File: config.mk
export PLATFORM = sky130hd
export DESIGN_NAME = fact_dispatch_flat
export DESIGN_NICKNAME = d
export VERILOG_FILES = /design/src/rtl/fact_dispatch_if.sv /design/src/rtl/fact_dispatch.sv /design/src/flat_wrapper.sv
export SDC_FILE = /design/constraint.sdc
export NUM_CORES = 1
export LEC_CHECK = 0
export ABC_AREA = 1
export CAP_MARGIN = 40
export CORE_ASPECT_RATIO = 1.75
export CORE_MARGIN = 2
export CORE_UTILIZATION = 41
export CTS_CLUSTER_DIAMETER = 80
export CTS_CLUSTER_SIZE = 16
export DETAILED_ROUTE_END_ITERATION = 7
export PLACE_DENSITY = 0.77
export SLEW_MARGIN = 5
export SYNTH_ARGS = -nofsm -noshare
export SYNTH_HDL_FRONTEND = slang
export SYNTH_SLANG_ARGS = --single-unit
File: constraint.sdc
create_clock -name clk -period 2.08 [get_ports clk]
set_clock_uncertainty 0.1 [all_clocks]
set_input_delay 0.416 -clock clk [delete_from_list [all_inputs] [get_ports clk]]
set_output_delay 0.416 -clock clk [all_outputs]
set_load 0.05 [all_outputs]
File: src/rtl/fact_dispatch_if.sv
// CPU register bus and factorial-unit handshake bundle for fact_dispatch.
// master = CPU/unit side driving requests, slave = the dispatcher.
interface fact_dispatch_if #(
    parameter int NUM_UNITS = 4,
    parameter int N_W       = 4
);
    logic [31:0]          input_addr;
    logic                 write_enable;
    logic [31:0]          write_data;
    logic [31:0]          read_data;
    logic [NUM_UNITS-1:0] unit_done;
    logic [NUM_UNITS-1:0] unit_go;
    logic [N_W-1:0]       unit_n;
    logic [NUM_UNITS-1:0] done_irq;

    modport master (
        output input_addr, write_enable, write_data, unit_done,
        input  read_data, unit_go, unit_n, done_irq
    );

    modport slave (
        input  input_addr, write_enable, write_data, unit_done,
        output read_data, unit_go, unit_n, done_irq
    );
endinterface

File: src/rtl/fact_dispatch.sv
// Factorial job scheduler: CPU-fed submit FIFO, round-robin one-cycle go pulse per job.
// Write-to-go latency 2 cycles when idle; full FIFO drops the job and sets sticky ovf.
module fact_dispatch #(
    parameter int          NUM_UNITS = 4,
    parameter int          N_W       = 4,
    parameter int          QDEPTH    = 4,
    parameter logic [31:0] BASE_ADDR = 32'h0000_7000
) (
    input logic            clk,
    input logic            rst,
    fact_dispatch_if.slave bus
);
    localparam int PW = $clog2(QDEPTH);
    localparam int CW = PW + 1;
    localparam int UW = $clog2(NUM_UNITS);

    typedef enum logic {IDLE, ISSUE} state_t;

    state_t               state;
    logic [N_W-1:0]       fifo_mem [QDEPTH];
    logic [PW-1:0]        wr_ptr;
    logic [PW-1:0]        rd_ptr;
    logic [CW-1:0]        count;
    logic [NUM_UNITS-1:0] busy;
    logic [UW-1:0]        rr_ptr;
    logic                 ovf;
    logic [N_W-1:0]       job_n [NUM_UNITS];

    logic                 fifo_empty;
    logic                 fifo_full;
    logic                 wr_submit;
    logic                 wr_status;
    logic                 push;
    logic                 pop;
    logic                 any_free;
    logic [UW-1:0]        cand;
    logic [UW-1:0]        sel_idx;
    logic                 sel_found;
    logic [NUM_UNITS-1:0] sel_mask;
    logic [31:0]          status_word;
    logic [31:0]          rd_word;

    assign fifo_empty = (count == '0);
    assign fifo_full  = (count == CW'(QDEPTH));
    assign wr_submit  = bus.write_enable && (bus.input_addr == BASE_ADDR);
    assign wr_status  = bus.write_enable && (bus.input_addr == BASE_ADDR + 32'h4);
    // Fullness is judged on the registered count, so a same-cycle pop cannot rescue a push.
    assign push       = wr_submit && !fifo_full;
    assign any_free   = ~&busy;
    assign pop        = (state == ISSUE) && sel_found && !fifo_empty;

    // Busy is registered, so a unit finishing this cycle is only eligible next cycle.
    always_comb begin
        sel_found = 1'b0;
        sel_idx   = '0;
        cand      = '0;
        sel_mask  = '0;
        for (int i = 0; i < NUM_UNITS; i++) begin
            cand = rr_ptr + UW'(i);
            if (!sel_found && !busy[cand]) begin
                sel_found = 1'b1;
                sel_idx   = cand;
            end
        end
        sel_mask[sel_idx] = 1'b1;
    end

    always_ff @(posedge clk) begin
        if (push) fifo_mem[wr_ptr] <= bus.write_data[N_W-1:0];
    end

    always_ff @(posedge clk or negedge rst) begin
        if (!rst) begin
            state        <= IDLE;
            wr_ptr       <= '0;
            rd_ptr       <= '0;
            count        <= '0;
            busy         <= '0;
            rr_ptr       <= '0;
            ovf          <= 1'b0;
            bus.unit_go  <= '0;
            bus.unit_n   <= '0;
            bus.done_irq <= '0;
            for (int k = 0; k < NUM_UNITS; k++) job_n[k] <= '0;
        end else begin
            bus.unit_go  <= '0;
            bus.done_irq <= bus.unit_done;
            busy         <= (busy & ~bus.unit_done) | (pop ? sel_mask : '0);

            if (push) wr_ptr <= wr_ptr + 1'b1;
            if (pop)  rd_ptr <= rd_ptr + 1'b1;
            case ({push, pop})
                2'b10:   count <= count + 1'b1;
                2'b01:   count <= count - 1'b1;
                default: count <= count;
            endcase

            if (wr_submit && fifo_full)              ovf <= 1'b1;
            else if (wr_status && bus.write_data[16]) ovf <= 1'b0;

            case (state)
                IDLE: if (!fifo_empty && any_free) state <= ISSUE;
                ISSUE: begin
                    if (pop) begin
                        bus.unit_go    <= sel_mask;
                        bus.unit_n     <= fifo_mem[rd_ptr];
                        job_n[sel_idx] <= fifo_mem[rd_ptr];
                        rr_ptr         <= sel_idx + 1'b1;
                    end
                    state <= IDLE;
                end
                default: state <= IDLE;
            endcase
        end
    end

    always_comb begin
        status_word                   = '0;
        status_word[CW-1:0]           = count;
        status_word[4 +: NUM_UNITS]   = busy;
        status_word[8]                = fifo_full;
        status_word[9]                = fifo_empty;
        status_word[16]               = ovf;

        rd_word = '0;
        if (bus.input_addr == BASE_ADDR + 32'h4) rd_word = status_word;
        for (int k = 0; k < NUM_UNITS; k++) begin
            if (bus.input_addr == BASE_ADDR + 32'h10 + 32'(k) * 32'd4)
                rd_word = {busy[k], {(31 - N_W){1'b0}}, job_n[k]};
        end
        bus.read_data = rd_word;
    end
endmodule

File: src/flat_wrapper.sv
// flat-port wrapper written by rule: the top's interface ports become plain ports
module fact_dispatch_flat 
#(
    parameter int          NUM_UNITS = 4,
    parameter int          N_W       = 4,
    parameter int          QDEPTH    = 4,
    parameter logic [31:0] BASE_ADDR = 32'h0000_7000
)
  (clk, rst, bus_input_addr, bus_write_enable, bus_write_data, bus_unit_done, bus_read_data, bus_unit_go, bus_unit_n, bus_done_irq);
  fact_dispatch_if #(.NUM_UNITS(NUM_UNITS), .N_W(N_W)) bus_i ();
  input logic clk;
  input logic rst;
  input wire logic [$bits(bus_i.input_addr)-1:0] bus_input_addr;
  input wire logic [$bits(bus_i.write_enable)-1:0] bus_write_enable;
  input wire logic [$bits(bus_i.write_data)-1:0] bus_write_data;
  input wire logic [$bits(bus_i.unit_done)-1:0] bus_unit_done;
  output wire logic [$bits(bus_i.read_data)-1:0] bus_read_data;
  output wire logic [$bits(bus_i.unit_go)-1:0] bus_unit_go;
  output wire logic [$bits(bus_i.unit_n)-1:0] bus_unit_n;
  output wire logic [$bits(bus_i.done_irq)-1:0] bus_done_irq;
  assign bus_i.input_addr = bus_input_addr;
  assign bus_i.write_enable = bus_write_enable;
  assign bus_i.write_data = bus_write_data;
  assign bus_i.unit_done = bus_unit_done;
  assign bus_read_data = bus_i.read_data;
  assign bus_unit_go = bus_i.unit_go;
  assign bus_unit_n = bus_i.unit_n;
  assign bus_done_irq = bus_i.done_irq;
  fact_dispatch #(.NUM_UNITS(NUM_UNITS), .N_W(N_W), .QDEPTH(QDEPTH), .BASE_ADDR(BASE_ADDR)) u_core (.clk(clk), .rst(rst), .bus(bus_i));
endmodule
* After elaboration in Yosys (flattened, before gate mapping)
Memory sizes are Yosys's and may differ from the RTL's. Cells that the tools add are included.
Word-level totals: flip-flop bits (word level) 43, memory bits (writable) 16, bits of input ports 71, word-level logic and storage cells 106, memories 1
Memory list:
- u_core.fifo_mem | depth 4, width 4, rd ports 1, clocked after memory_dff 0, wr ports 1, RTL line fact_dispatch.sv:20 | logic [N_W-1:0] fifo_mem [QDEPTH];
Operators by class: add/subtract/negate cells 8, $lt $le $gt $ge 8, equal/unequal tests 9, multiplexer cells 35, bitwise gates (word level) 5, reduce and logical (&&, ||, !) cells 26
Operators by type and width (count):
- $eq A32 B15 Y1 const B | 6
- $mux W32 | 4
- $mux W17 | 1
- $bwmux W16 | 1
- $lt A2 B3 Y1 const B | 5
- $mux W1 | 14
- $logic_and A1 B1 Y1 | 13
- $mux W4 | 3
- $add A2 B1 Y2 const B | 4
- $bmux W1 S2 | 4
- $demux W4 S2 | 1
- $logic_not A1 Y1 | 8
- $mux W2 | 4
- $pmux W3 S2 | 1
- $add A2 B2 Y2 const B | 2
- $and A4 B4 Y4 | 1
- $not A4 Y4 | 1
- $or A4 B4 Y4 | 1
- $reduce_and A4 Y1 | 1
- $reduce_bool A2 Y1 | 2
- $add A3 B1 Y3 const B | 1
- $eq A3 B3 Y1 const B | 1
- $ge A3 B3 Y1 const B | 1
- $logic_not A3 Y1 | 1
- 10 further kinds | 10

* Longest topological paths before layout
depth in word-level cells 18, mapped depth 16, mapped depth without buffers 16

* Worst setup path before layout
No wires, ideal clock.
path kind input port to output port, from input bus_input_addr[1], to output bus_read_data[2], data arrival time 2.035 ns, required time 1.564 ns, slack -0.471 ns, cell stages on the path 8, buffers on the path 0, cell sequence or2_1 > nor2_2 > nand3_1 > nor2_2 > nand2_1 > nand3_1 > nand2_1 > a21oi_1
On the way: cells in the longest elaborated chain, start to end 6, elaborated cells between the ends (all ways) 10, those cells by class eq/ne: 5; mux: 5
RTL lines:
- from (decl) | RTL line flat_wrapper.sv:13 | input wire logic [$bits(bus_i.input_addr)-1:0] bus_input_addr;
- $eq A32 B15 Y1 | RTL line fact_dispatch.sv:126 | if (bus.input_addr == BASE_ADDR + 32'h4) rd_word = status_word;
- $mux W17 | RTL line fact_dispatch.sv:126
- $mux W32 (3 in series) | RTL line fact_dispatch.sv:128 | if (bus.input_addr == BASE_ADDR + 32'h10 + 32'(k) * 32'd4)
- $mux W32 (*) | RTL line fact_dispatch.sv:128
- to (decl) | RTL line flat_wrapper.sv:17 | output wire logic [$bits(bus_i.read_data)-1:0] bus_read_data;
Mark *: on every way between the ends. The rest lies on a longest branch, timed or not.

* Worst setup path in the final report
from input bus_input_addr[5], to output bus_read_data[1]
The elaborated chain is that of the path after synthesis.

==> reports/metrics.yaml <==
status:
  status: "finished with violations"
  violations: "setup timing"
final_layout:
  nFillCells: 489
  final_nets: 592
  area_growth_syn_to_layout_pct: 67.6
  register_area_um2: 1560
  diodes: 0
  final_cell_area_um2: 5290
  drive_gt1_frac: 0.517
  multi_input_area_um2: 1890
place:
  portBuffers: 67
  hpwl_um: 5840
  gp_congestion: 0.787
  placed_area_um2: 4290
synthesis:
  yosysUniqueCellTypes: 34
  synth_edf_count: 16
  ys_warn_count: 0
  synth.most_common_cell: "nand2_1"
  synth_cells: 376
  synth_top_area_frac: 0.341
  yosys.area.top_type: "dfrtp_1"
  synth_area_per_cell_um2: 8.40
  synthTopCellsByArea: "dfrtp_1, edfxtp_1, nand2_1"
  ys_top_cells_by_count: "nand2_1, inv_1, dfrtp_1, nor2_1, buf_4"
  async_flop_share: 0.729
  seq_area_frac_synth: 0.493
  synth_seq_cells: 59
  synth-main-ff-cell: "dfrtp_1"
  syn_area_um2: 3160
clock_network:
  tritoncts: "done"
  cts.htree.levels: 3
  cts_max_path_buffers: 2
  cts_root_buf: "clkbuf_16"
  cts_buffers: 9
  clk_pin_slew_ns: 0.05
  clkSinkCount: 59
  clock_latency_ns: 0.33
floorplanning:
  io_pins: 115
  die_y_um: 120
  die_x_um: 70.3
  rows: 42
  core_area_um2: 7510
  start_util: 0.420
  die_area_um2: 8450
power_and_ir_drop:
  worst_ir_drop_vdd_v: 0.000882
  total_power_mw: 7.57
  power_density_nw_per_um2: 1430
  leakage_nw: 2.41
global_route:
  grt_pass1_wl_um: 14300
  grt_overflow: 0
  antenna_found_initial: 0
  grt_util_all_layers: 0.217
  grt_pass1_vias: 3164
  grt_max_degree: 44
sta:
  max_slew_margin: 0.438
  rsz0062_at_grt: "true"
  hold_violations: 0
  fin_setup_tns_ns: -8.11
  min_period_ns: 2.43
  holdWs_ns: 0.0479
  finalSetupViolCount: 40
  setup_ws_ns: -0.353
  slew_viol_final: 0
  fmax_mhz: 411
  worst_pin_slew_ns: 0.844
  post-route-period-util: 1.17
critical_path:
  r2r_end: "u_core.job_n[5]$_DFFE_PN0P_"
  critPathLaunch: "bus_input_addr[5]"
  cp-endpoint: "bus_read_data[1]"
  r2r_cells: 13
  cp.required_ns: 1.56
  startpoint_type: "input pin"
  critPathMostFrequentCell: "nand2_2"
  crit_type: "in2out"
  arrival_ns: 1.92
  crit_path_end_kind: "output port"
  rrSetupSlack_ns: -0.28
  worstPathMaxFanout: 7
  critPathSlowestCell: "nor2_4"
  r2r-start: "u_core.rr_ptr[0]$_DFFE_PN0P_"
  critPathMaxStageDelay_ns: 0.20
  cp_cell_sequence: "buf_2 > inv_2 > nand2_2 > nor2_2 > nand3_2 > nor2_4 > buf_6 > nand2_8 > o21ai_1 > inv_1 > nand2_1 > nand2_2 > buf_12"
route:
  drtAntennaViolNets: 0
  drt_pass1_iterations: 4
  avgRoutedWirePerCell_um: 16.5
  remaining_drc_errors: 0
  routed_via_density: 5.10
  drt_iter0_drc: 161
  wl_um: 9980
  vias: 3078
worst_hold_path:
  hp-class: "in2async"
job:
  maxCapViolCount: 0
==> worst min path at each step <==
| stage | from | end | slack [ns] |
|---|---|---|---|
| after detailed placement | u_core.job_n[9]$_DFFE_PN0P_ | u_core.job_n[9]$_DFFE_PN0P_ | 0.37 |
| after floorplan | rst | u_core.bus.done_irq[0]$_DFF_PN0_ | 0.02 |
| after global routing | rst | u_core.bus.done_irq[3]$_DFF_PN0_ | 0.10 |
| final | rst | u_core.bus.done_irq[3]$_DFF_PN0_ | 0.05 |
| after global placement | u_core.job_n[6]$_DFFE_PN0P_ | u_core.job_n[6]$_DFFE_PN0P_ | 0.36 |
| after CTS | rst | u_core.bus.done_irq[3]$_DFF_PN0_ | 0.08 |
==> area by class of cell <==
| class | count | area share |
|---|---|---|
| multi-input cells | 257 | 0.357 |
| flip-flops and latches | 59 | 0.295 |
| repair buffers | 128 | 0.233 |
| clock buffers | 13 | 0.0473 |
| inverters | 56 | 0.0454 |
| well taps | 88 | 0.0208 |
| clock inverters | 3 | 0.00260 |
==> per-stage QoR <==
stage,utilization,setup slack (ns),instances
after floorplan,-,-0.294,395
after global placement,0.571,-0.643,564
after detailed placement,0.571,-0.703,564
after CTS,0.656,-0.254,599
after global routing,0.704,-0.420,604
final,0.704,-0.353,604
==> sequential cells by signal (all words and copies together), names as in the netlist <==
| name | count |
|---|---|
| u_core.bus.done_irq | 4 |
| u_core.bus.unit_go | 4 |
| u_core.bus.unit_n | 4 |
| u_core.busy | 4 |
| u_core.count | 3 |
| u_core.fifo_mem | 16 |
| u_core.job_n | 16 |
| u_core.ovf | 1 |
| u_core.rd_ptr | 2 |
| u_core.rr_ptr | 2 |
| u_core.state | 1 |
| u_core.wr_ptr | 2 |
==> worst max-delay path, delay by kind of cell <==
kind	cells	cell delay, ns
simple gates	7	0.74
buf+inv	5	0.57
compound gates	1	0.18
==> cells in the final DEF (no fill, tap or decap), types with 5 or more instances in the layout <==
cell | netlist | routed
buf_4 | 21 | 49
edfxtp_1 | 16 | 16
o21ai_4 | 0 | 5
inv_1 | 45 | 38
dfrtp_1 | 43 | 41
nor2_4 | 1 | 13
clkbuf_16 | 0 | 9
nor2_1 | 43 | 16
o21ai_1 | 11 | 10
nor2_2 | 4 | 19
nand2_4 | 2 | 7
nand2_1 | 97 | 56
buf_2 | 0 | 16
clkdlybuf4s50_1 | 0 | 16
o21ai_2 | 7 | 10
inv_2 | 10 | 12
buf_12 | 0 | 13
o21ai_0 | 17 | 10
nand3_2 | 1 | 8
nand2_2 | 4 | 37
conb_1 | 1 | 20
buf_6 | 1 | 29
==> cells by family after synthesis <==
kind of cell    share of synthesized area
compound gates                     0.0920
other cells                       0.00119
fa+ha+maj                          0.0420
simple gates                        0.237
xor+xnor                           0.0139
flops                               0.493
buf+inv                             0.121
==> power breakdown <==
part	internal, mW	switching, mW	leakage (nW)
sequential	1.53	0.266	0.676
clock	0.828	0.490	0.131
combinational	1.77	2.68	1.60
==> layer usage <==
layer,global-route usage,vias up,part of all wire
met1,0.209,1491,0.34
met5,0,-,0
met2,0.407,130,0.56
met4,0.133,0,0.048
li1,-,1411,-
met3,0.0437,46,0.047
==> what timing repair did <==
action	in CTS	in global routing
resized for setup	183	98
setup buffers	19	6
pin swaps	61	56
cloned	0	0
hold buffers	0	0
endpoints found under the setup margin	56	56
Power figures use the tool's default switching activity.
